## config.mk

```make
export PLATFORM = sky130hd
export DESIGN_NAME = baud_gen_frac
export DESIGN_NICKNAME = d
export VERILOG_FILES = /design/src/rtl/baud_gen_frac.sv
export SDC_FILE = /design/constraint.sdc
export NUM_CORES = 1
export LEC_CHECK = 0
export ABC_CLOCK_PERIOD_IN_PS = 5900
export BUFFER_PORTS_ARGS = -buffer_cell sky130_fd_sc_hd__buf_2
export CAP_MARGIN = 25
export CORE_ASPECT_RATIO = 1.2
export CORE_MARGIN = 3
export CORE_UTILIZATION = 35
export DETAILED_ROUTE_END_ITERATION = 12
export GPL_TIMING_DRIVEN = 0
export PLACE_DENSITY = 0.54
export SLEW_MARGIN = 20
export SYNTH_ARGS = -nofsm -noshare
export SYNTH_HDL_FRONTEND = slang
export SYNTH_SLANG_ARGS = --single-unit
```

## constraint.sdc

```tcl
create_clock -name clk -period 5.9 [get_ports clk]
set_clock_uncertainty 0.2 [all_clocks]
set_input_delay 1.475 -clock clk [delete_from_list [all_inputs] [get_ports clk]]
set_output_delay 1.475 -clock clk [all_outputs]
set_load 0.05 [all_outputs]
```

## src/rtl/baud_gen_frac.sv

```systemverilog
// Fractional baud-rate generator: produces an oversample tick whose average
// period is div_int + div_frac/2^FRAC_W clocks, and a bit tick on every
// OVS-th oversample tick. New divisors are staged in a shadow register and
// only take effect on a period boundary, so no period is ever cut short.
module baud_gen_frac #(
    parameter int DIV_W    = 16,
    parameter int FRAC_W   = 4,
    parameter int OVS      = 16,
    parameter int DEF_INT  = 208,
    parameter int DEF_FRAC = 0
) (
    input  logic              clk,
    input  logic              reset_n,
    input  logic              en,
    input  logic              load,
    input  logic [DIV_W-1:0]  div_int,
    input  logic [FRAC_W-1:0] div_frac,
    input  logic              sync,
    output logic              tick,
    output logic              bit_tick,
    output logic              cfg_pending,
    output logic              cfg_err
);

    localparam int OVS_W = (OVS > 1) ? $clog2(OVS) : 1;
    localparam int CNT_W = DIV_W + 1;
    localparam logic [OVS_W-1:0]  OVS_LAST   = OVS_W'(OVS - 1);
    localparam logic [DIV_W-1:0]  DEF_INT_V  = DIV_W'(DEF_INT);
    localparam logic [FRAC_W-1:0] DEF_FRAC_V = FRAC_W'(DEF_FRAC);

    logic [DIV_W-1:0]  act_int_q, act_int_d;
    logic [FRAC_W-1:0] act_frac_q, act_frac_d;
    logic [FRAC_W-1:0] acc_q, acc_d;
    logic              long_q, long_d;
    logic [CNT_W-1:0]  cnt_q, cnt_d;
    logic [OVS_W-1:0]  ovs_q, ovs_d;
    logic [DIV_W-1:0]  sh_int_q, sh_int_d;
    logic [FRAC_W-1:0] sh_frac_q, sh_frac_d;
    logic              pend_q, pend_d;
    logic              err_q, err_d;

    logic [CNT_W-1:0]  period;
    logic [CNT_W-1:0]  period_m1;
    logic [FRAC_W:0]   acc_sum;
    logic              load_ok;
    logic              apply;

    // Period is one clock longer whenever the fractional accumulator carried.
    // act_int is never zero, so period_m1 cannot underflow.
    assign period    = {1'b0, act_int_q} + CNT_W'(long_q);
    assign period_m1 = period - CNT_W'(1);
    assign acc_sum   = {1'b0, acc_q} + {1'b0, act_frac_q};

    assign tick        = reset_n & en & ~sync & (cnt_q == period_m1);
    assign bit_tick    = tick & (ovs_q == OVS_LAST);
    assign cfg_pending = pend_q;
    assign cfg_err     = err_q;

    // A zero integer divisor would never produce a tick, so it is refused.
    assign load_ok = load & (div_int != '0);
    // Staged config lands on a period boundary, or immediately while idle;
    // sync only realigns phase and never commits a pending config.
    assign apply   = pend_q & ~sync & (~en | tick);

    // Next-state for counters, accumulator, active and shadow configuration.
    always_comb begin
        act_int_d  = act_int_q;
        act_frac_d = act_frac_q;
        acc_d      = acc_q;
        long_d     = long_q;
        cnt_d      = cnt_q;
        ovs_d      = ovs_q;
        sh_int_d   = sh_int_q;
        sh_frac_d  = sh_frac_q;
        pend_d     = pend_q;
        err_d      = load & (div_int == '0);

        if (sync) begin
            cnt_d = '0;
            ovs_d = '0;
        end else if (!en) begin
            if (pend_q) begin
                cnt_d = '0;
            end
        end else if (tick) begin
            cnt_d  = '0;
            ovs_d  = (ovs_q == OVS_LAST) ? '0 : ovs_q + OVS_W'(1);
            acc_d  = acc_sum[FRAC_W-1:0];
            long_d = acc_sum[FRAC_W];
        end else begin
            cnt_d = cnt_q + CNT_W'(1);
        end

        // Applying a new divisor restarts the fractional sequence from zero.
        if (apply) begin
            act_int_d  = sh_int_q;
            act_frac_d = sh_frac_q;
            acc_d      = '0;
            long_d     = 1'b0;
        end

        // A load in the same cycle as an apply wins: it re-arms pending.
        if (load_ok) begin
            sh_int_d  = div_int;
            sh_frac_d = div_frac;
            pend_d    = 1'b1;
        end else if (apply) begin
            pend_d = 1'b0;
        end
    end

    // State registers with asynchronous active-low reset to default divisor.
    always_ff @(posedge clk or negedge reset_n) begin
        if (!reset_n) begin
            act_int_q  <= DEF_INT_V;
            act_frac_q <= DEF_FRAC_V;
            acc_q      <= '0;
            long_q     <= 1'b0;
            cnt_q      <= '0;
            ovs_q      <= '0;
            sh_int_q   <= DEF_INT_V;
            sh_frac_q  <= DEF_FRAC_V;
            pend_q     <= 1'b0;
            err_q      <= 1'b0;
        end else begin
            act_int_q  <= act_int_d;
            act_frac_q <= act_frac_d;
            acc_q      <= acc_d;
            long_q     <= long_d;
            cnt_q      <= cnt_d;
            ovs_q      <= ovs_d;
            sh_int_q   <= sh_int_d;
            sh_frac_q  <= sh_frac_d;
            pend_q     <= pend_d;
            err_q      <= err_d;
        end
    end

endmodule

```

==> flow_summary.ini, run 1 <==
[min_path]
min_path_type = flip-flop to flip-flop

[timing]
finalMaxSlewViolations = 0
relSlewSlack_pct = 41.6
tightestPinTransition_ns = 0.870
period_share_pct = 85.8
tns_ns = 0
rsz0062_at_grt = no
setup_viol = 0
fmax_mhz = 197
timing.final.ws_setup_ns = 0.835
hold_viol = 0
layout_min_cycle_time_ns = 5.07

[clock_network]
cts_tree = yes
clk_pin_slew_ns = 0.06
ctsHtreeMaxLevel = 3
clockBufferDepth = 2
cts_setup_buffers = 0
clock-sinks = 68
clock_latency_ns = 0.32
cts_root_buf = clkbuf_16
ctsResizeCount = 0
cts_buffers = 9
cts_hold_buffers = 0

[power_and_ir_drop]
cellLeakagePower_nw = 1.96
p_per_area_nw_per_um2 = 308
peakVddDrop_mv = 0.155
design_power_total_w = 0.00142

[placed_design]
dp_hpwl_mm = 6.37
port_buffers = 28
dp_slack_ns = 0.769
place_congestion = 0.841

[yosys]
netlist_instances = 373
synth.yosys.seq_area_share_pct = 43.3
ys_ff_latch = 68
ys_top_cells_by_area = dfrtp_1 (39%), mux2_4 (7.6%), mux2_2 (6.0%)
yosysUniqueCellTypes = 57
syn_area_per_cell_sq_um = 10.6
synth_fp_nets = 407
synthArstFlopShare_pct = 100
netlist_area_sq_um = 3950
ys_warn_count = 0
ys.flop_type = dfrtp_1
yosysTopAreaCellShare_pct = 39.3
synth_top_area_cell = dfrtp_1
synth_edf_count = 0

[die]
num_rows = 41
die_y_um = 122
fp.dieW_um = 103
start_util_pct = 36.7
die_area_sq_um = 12600
pin_count = 29
core_sq_um = 10800

[worst_setup_path]
cp-endpoint = bit_tick
regToRegStartpoint = act_int_q[0]
path_max_fanout = 10
rr_worst_depth = 11
end_kind = output port
crit_start = en
worst-setup-path-type = input port to output port
r2r_slack_ns = 2.01
startpoint_type = input port
crit_arrival_ns = 3.39
worstPathRequired_ns = 4.22
r2r_end = cnt_q[12]

[layout]
synthToLayoutAreaGrowth_pct = 16.5
final_cell_mix = dfrtp_1 (62), buf_2 (28), nand2_1 (27), nand3_1 (21), mux2_2 (21)
fill_cells = 1050
utilization_pct = 42.7
mostFrequentLayoutCell = dfrtp_1
antenna_cells = 0
drive_above_1_share_pct = 24.6
fin_nets = 447

[grt]
grt_max_degree = 37
grt_pass1_wl_mm = 14.5
gr-total-overflow = 0
grt_util_all_layers_pct = 14.7
grt_pass1_vias = 2971
antenna_found_initial = 0

[routing]
wl_mm = 8.46
drt_iter0_drc = 136
post_drt_via_cell_ratio = 5.42
drtAntennaViolNets = 0
wl_per_cell_um = 15.5
drc_errors = 0
vias = 2964
dr.pass1.iters = 4

[run]
drv_cap = 0

[outcome]
status = complete, no violations
[cell families (layout without fill, tap and decap cells)]
group,count (synthesis),count (layout),synth area share (%)
mux,49,49,15.6
buf+inv,38,83,4.21
fa+ha+maj,9,9,3.04
xor+xnor,23,23,5.10
simple gates,126,126,18.2
flops,68,68,43.3
compound gates,60,60,10.6
[worst max-delay path: stages]
cell      delay (ns)
buf_2           0.13
nor2b_1         0.14
clkbuf_1        0.36
nand4_1         0.22
nor4_1          0.19
and4b_1         0.27
nand4_4         0.19
nor2_1          0.14
buf_2           0.27
[cell usage after synthesis (2+ instances only)]
cell type	number
and3b_1	2
o211a_1	3
nand3_1	21
o211ai_1	6
mux2i_1	8
a21oi_1	7
or3b_2	2
dfstp_2	6
dfrtp_1	62
o22ai_1	2
mux2_2	21
a22o_1	2
xnor2_1	19
nand4_1	12
ha_1	8
o311ai_0	4
or3_1	3
a41oi_1	2
nor2_1	13
o21bai_1	2
nor4_1	12
buf_6	3
or2_2	2
a21o_1	2
inv_1	19
or4b_1	2
nand2_1	27
a31oi_1	10
or4_1	2
xor2_1	4
o21ai_0	12
mux2_4	20
nor2b_1	5
nor3_1	8
clkbuf_1	14
and3_1	4
and4_1	2
[per-stage QoR]
stage | cell area, sq um | hold WS, ns | cells
finish | 4600 | 0.300 | 547
global route | 4600 | 0.316 | 547
CTS | 4600 | 0.302 | 547
detailed placement | 4270 | 0.288 | 531
global placement | 4250 | 0.284 | 530
floorplan | 3950 | 0.273 | 373
[report_power, final]
| part | switching [W] | internal, W | total (W) |
|---|---|---|---|
| clock network | 0.000196 | 0.000383 | 0.000579 |
| logic | 0.000129 | 0.000139 | 0.000268 |
| registers | 0.0000509 | 0.000520 | 0.000571 |
| total | 0.000376 | 0.00104 | 0.00142 |
[metal layers]
metal / vias to the layer above / wire length (um) / global-route usage, %
li1: 1466 / - / -
met1: 1456 / 3950 / 19.2
met2: 39 / 4270 / 24.1
met3: 3 / 202 / 2.96
met4: 0 / 38 / 5.02
met5: - / 0 / 0
[cell type report]
class                           instances  area (sq um)  area share [%]
Clock inverter                          5          85.1            1.85
Buffer                                 19          95.1            2.07
Clock buffer                           11           243            5.27
Multi-Input combinational cell        267          2070            45.1
Sequential cell                        68          1710            37.1
Tap cell                              129           161            3.51
Inverter                               19          71.3            1.55
Timing Repair Buffer                   29           163            3.53
[flip-flops by register name (all words and copies together) (netlist names)]
signal,flops
long_q,1
act_frac_q,4
cfg_pending,1
act_int_q,16
acc_q,4
sh_int_q,16
sh_frac_q,4
ovs_q,4
cfg_err,1
cnt_q,17
[worst min-delay path by stage]
stage                      start       endpoint  depth (start not counted)  slack (ns)
floorplan                 long_q         long_q                          1        0.27
global placement    sh_frac_q[0]  act_frac_q[0]                          1        0.28
detailed placement  sh_frac_q[0]  act_frac_q[0]                          1        0.29
CTS                 sh_frac_q[0]  act_frac_q[0]                          1        0.30
global route         sh_int_q[9]   act_int_q[9]                          1        0.32
finish              sh_frac_q[0]  act_frac_q[0]                          1        0.30
Power figures use the tool's default switching activity.
==> run 2: changes to the inputs <==
--- a/config.mk
+++ b/config.mk
@@ -13,7 +13,7 @@
 export CORE_UTILIZATION = 35
 export DETAILED_ROUTE_END_ITERATION = 12
 export GPL_TIMING_DRIVEN = 0
-export PLACE_DENSITY = 0.54
+export PLACE_DENSITY = 0.63
 export SLEW_MARGIN = 20
 export SYNTH_ARGS = -nofsm -noshare
 export SYNTH_HDL_FRONTEND = slang
==> flow_summary.ini, run 2 (same netlist as run 1, synthesis figures left out) <==
[worst_setup_path]
end_kind = output port
startpoint_type = input port
path_cells = buf_2 -> nor2b_1 -> clkbuf_1 -> nand4_1 -> nor4_1 -> and4b_1 -> nand4_4 -> nor2_1 -> buf_2
worst_path_max_delay_cell = clkbuf_1
worstPathRequired_ns = 4.22
worst-setup-path-type = input port to output port
crit_top_cell = buf_2
path_max_fanout = 10
crit_arrival_ns = 3.50
max_stage_delay_ns = 0.38
rr_worst_depth = 11

[min_path]
min_path_cells = 1
min_path_type = flip-flop to flip-flop

[grt]
grt_util_all_layers_pct = 14.4
grt_pass1_wl_mm = 14.2
gr-total-overflow = 0
antenna_found_initial = 0
grt_max_degree = 50
grt_pass1_vias = 3016

[layout]
drive_above_1_share_pct = 24.4
largest_reg_flops = 17
finish.instance_area_sq_um = 4580
utilization_pct = 42.5
largest_register = cnt_q
stdcell_count = 547
antenna_cells = 0
final_cell_mix = dfrtp_1 (62), buf_2 (28), nand2_1 (27), nand3_1 (21), mux2_2 (21)
largestRegisters = cnt_q (17), act_int_q (16), sh_int_q (16)
fill_cells = 1034
fin_nets = 447
mostFrequentLayoutCell = dfrtp_1
synthToLayoutAreaGrowth_pct = 15.8

[die]
die_area_sq_um = 12600
pin_count = 29
core_sq_um = 10800
die_y_um = 122
start_util_pct = 36.7
num_rows = 41
fp.dieW_um = 103

[placed_design]
dpl_cell_area_sq_um = 4280
port_buffers = 28
place_inst = 531
place_congestion = 0.882
dp_hpwl_mm = 6.23

[timing]
hold_viol = 0
finalMaxSlewViolations = 0
layout_min_cycle_time_ns = 5.18
setup_viol = 0
period_share_pct = 87.7
tns_ns = 0
relSlewSlack_pct = 39.9
fmax_mhz = 193
tightestPinTransition_ns = 0.895
rsz0062_at_grt = no

[run]
drv_cap = 0

[clock_network]
cts_setup_buffers = 0
cts_buffers = 9
clockBufferDepth = 2
cts_tree = yes
clock-sinks = 68
cts_hold_buffers = 0
cts_root_buf = clkbuf_16
clock_latency_ns = 0.33
clk_pin_slew_ns = 0.05
ctsHtreeMaxLevel = 3
ctsResizeCount = 0

[routing]
drtAntennaViolNets = 0
drt_iter0_drc = 124
wl_mm = 8.31
vias = 3048
post_drt_via_cell_ratio = 5.57
wl_per_cell_um = 15.2
drc_errors = 0
dr.pass1.iters = 4

[power_and_ir_drop]
p_comb_share_pct = 19.7
power_frac_seq_pct = 41.8
design_power_total_w = 0.00137
switchingPower_w = 0.000378
p_per_area_nw_per_um2 = 299
cellLeakagePower_nw = 1.94
power.share.clock_pct = 38.5
switching_share_pct = 27.7
peakVddDrop_mv = 0.235
power.internal_w = 0.000988

[outcome]
status = complete, no violations
run 2: changes by cell type in the layout (fill, tap and decap cells not counted), sizes merged:
cell      before  now
bufinv         2    1
clkinv         2    0
clkinvlp       1    3
inv           19   20
run 2: path summary, 6_finish.rpt:
kind	start	to	slack (ns)
max	en	bit_tick	0.72
min	sh_int_q[1]	act_int_q[1]	0.30
max reg2reg	long_q	cnt_q[12]	2.03
min reg2reg	sh_int_q[1]	act_int_q[1]	0.30
max in group asynchronous	reset_n	act_int_q[7]	4.09
min in group asynchronous	reset_n	sh_frac_q[0]	0.83
run 2: per-stage QoR:
stage               worst slack [ns]  hold slack, ns
floorplan                       1.02           0.273
global placement              0.0754           0.283
detailed placement             0.821           0.290
CTS                            0.739           0.303
global route                   0.588           0.321
finish                         0.725           0.299
run 2: per-layer routing:
metal,global-route usage [%],up-vias,part of all wire [%]
met5,0,-,0
met4,10.0,0,4.6
met3,1.82,27,2.8
met2,22.8,76,49
met1,18.0,1478,43
li1,-,1467,-
run 2: layout make-up:
type	count	area, sq um	share of cell area, %
multi-input combinational	267	2070	45.3
sequential	68	1710	37.4
clock buffer	11	233	5.09
timing repair buffer	29	170	3.72
tap	129	161	3.53
buffer	19	95.1	2.08
inverter	19	71.3	1.56
clock inverter	5	61.3	1.34
run 2: power groups by stage:
stage          Sequential (W)  Clock [W]  Combinational (W)
2_1_floorplan        0.000564          0           0.000209
3_3_place_gp         0.000575          0           0.000259
3_5_place_dp         0.000579          0           0.000269
4_1_cts              0.000571   0.000541           0.000272
5_1_grt              0.000581   0.000560           0.000297
6_report             0.000571   0.000527           0.000269
run 2: critical path: cells and delay by family:
family / cells / cell delay [ns]
buffers and inverters: 3 / 0.78
and+or+nand+nor: 6 / 1.24
==> run 3: changes to the inputs <==
--- a/config.mk
+++ b/config.mk
@@ -13,7 +13,8 @@
 export CORE_UTILIZATION = 35
 export DETAILED_ROUTE_END_ITERATION = 12
 export GPL_TIMING_DRIVEN = 0
-export PLACE_DENSITY = 0.63
+export MAX_ROUTING_LAYER = met4
+export PLACE_DENSITY = 0.5
 export SLEW_MARGIN = 20
 export SYNTH_ARGS = -nofsm -noshare
 export SYNTH_HDL_FRONTEND = slang
==> flow_summary.ini, run 3 (same netlist as run 1, synthesis figures left out) <==
[outcome]
status = complete, no violations

[die]
die_y_um = 122
fp.dieW_um = 103
start_util_pct = 36.7
die_area_sq_um = 12600
core_sq_um = 10800
num_rows = 41
pin_count = 29

[grt]
grt_max_degree = 54
grt_pass1_wl_mm = 14.9
gr-total-overflow = 0
grt_util_all_layers_pct = 15.6
grt_pass1_vias = 2993
antenna_found_initial = 0

[layout]
utilization_pct = 42.7
largestRegisters = cnt_q (17), act_int_q (16), sh_int_q (16)
largest_reg_flops = 17
final_cell_mix = dfrtp_1 (62), buf_2 (28), nand2_1 (27), nand3_1 (21), mux2_2 (21)
antenna_cells = 0
synthToLayoutAreaGrowth_pct = 16.4
drive_above_1_share_pct = 24.6
largest_register = cnt_q
mostFrequentLayoutCell = dfrtp_1
fin_nets = 447

[routing]
post_drt_via_cell_ratio = 5.40
vias = 2954
dr.pass1.iters = 4
drt_iter0_drc = 142
drtAntennaViolNets = 0
wl_per_cell_um = 15.8
drc_errors = 0
wl_mm = 8.62

[clock_network]
ctsResizeCount = 0
cts_setup_buffers = 0
cts_buffers = 9
clockBufferDepth = 2
ctsHtreeMaxLevel = 3
clock-sinks = 68
cts_hold_buffers = 0
cts_root_buf = clkbuf_16
cts_tree = yes
clock_latency_ns = 0.33
clk_pin_slew_ns = 0.06

[power_and_ir_drop]
cellLeakagePower_nw = 1.96
peakVddDrop_mv = 0.152
switching_share_pct = 27.3
power_frac_seq_pct = 40.2
power.internal_w = 0.00103
p_per_area_nw_per_um2 = 308
p_comb_share_pct = 18.9
power.share.clock_pct = 40.9
switchingPower_w = 0.000387

[worst_setup_path]
max_stage_delay_ns = 0.36
r2r_slack_ns = 1.90
end_kind = output port
worstPathRequired_ns = 4.22
path_buf_inv = 3
startpoint_type = input port
worst_path_max_delay_cell = clkbuf_1
critical_path.top_delay_family = simple AND/OR/NAND/NOR gates
worst-setup-path-type = input port to output port
path_cells = buf_2 -> nor2b_1 -> clkbuf_1 -> nand4_1 -> nor4_1 -> and4b_1 -> nand4_4 -> nor2_1 -> buf_2
crit_arrival_ns = 3.47
path_max_fanout = 10
crit_top_cell = buf_2

[timing]
layout_min_cycle_time_ns = 5.14
hold_viol = 0
rsz0062_at_grt = no
setup_viol = 0
tightestPinTransition_ns = 0.887
fmax_mhz = 195
timing.final.ws_setup_ns = 0.760
tns_ns = 0
period_share_pct = 87.1
finalMaxSlewViolations = 0
relSlewSlack_pct = 40.4

[min_path]
min_path_type = flip-flop to flip-flop

[placed_design]
dp_hpwl_mm = 6.34
port_buffers = 28
dp_slack_ns = 0.736
place_congestion = 0.852

[run]
drv_cap = 0
## run 3: cell types whose count changed in the layout (fill, tap and decap cells not counted), sizes merged
cell and change:
bufinv +1, clkbuf -1, clkinv +2, clkinvlp -1
inv -1
## run 3: worst register-to-register path, stage by stage, from the launching register on
cell and delay (ns):
dfrtp_1 0.38, inv_1 0.08, ha_1 0.18, ha_1 0.22
nor4b_1 0.67, nand4_1 0.32, mux2i_1 0.20, o311ai_2 0.38
nand4_1 0.45, clkbuf_1 0.40, a31oi_1 0.27, mux2i_1 0.10
## run 3: final cells by class
type                    count  area (sq um)
plain buffers              19          95.1
clock buffers              10           229
clock inverters             6          88.8
fillers                  1053          6170
inverters                  19          71.3
multi-input cells         267          2070
flip-flops and latches     68          1710
well taps                 129           161
repair buffers             29           170
## run 3: metrics by stage
stage          hold slack (ns)  instances  power [W]  cell area, sq um
6_report                 0.301        547    0.00142              4600
5_1_grt                  0.317        547    0.00149              4600
3_5_place_dp             0.295        531   0.000848              4280
3_3_place_gp             0.282        530   0.000840              4250
2_1_floorplan            0.273        373   0.000773              3950
4_1_cts                  0.306        547    0.00143              4600
## run 3: power by group through the flow
stage	Clock, W	Combinational, W	Sequential [W]
floorplan	0	0.000209	0.000564
global placement	0	0.000263	0.000577
detailed placement	0	0.000269	0.000579
CTS	0.000591	0.000271	0.000571
global route	0.000614	0.000300	0.000579
finish	0.000579	0.000268	0.000570
## run 3: final timing paths
path	start	endpoint	cells past startpoint
setup / recovery	en	bit_tick	9
hold / removal	sh_int_q[9]	act_int_q[9]	1
setup reg to reg	long_q	cnt_q[12]	11
hold reg to reg	sh_int_q[9]	act_int_q[9]	1
max in group asynchronous	reset_n	sh_int_q[7]	2
min in group asynchronous	reset_n	ovs_q[2]	1
## run 3: routing by layer
layer / routed length, um / vias to the layer above / global-route usage, %
met5: 0 / - / -
met4: 160 / 0 / 5.59
met3: 223 / 11 / 3.07
met2: 4120 / 44 / 23.5
met1: 4120 / 1435 / 20.8
li1: - / 1464 / -
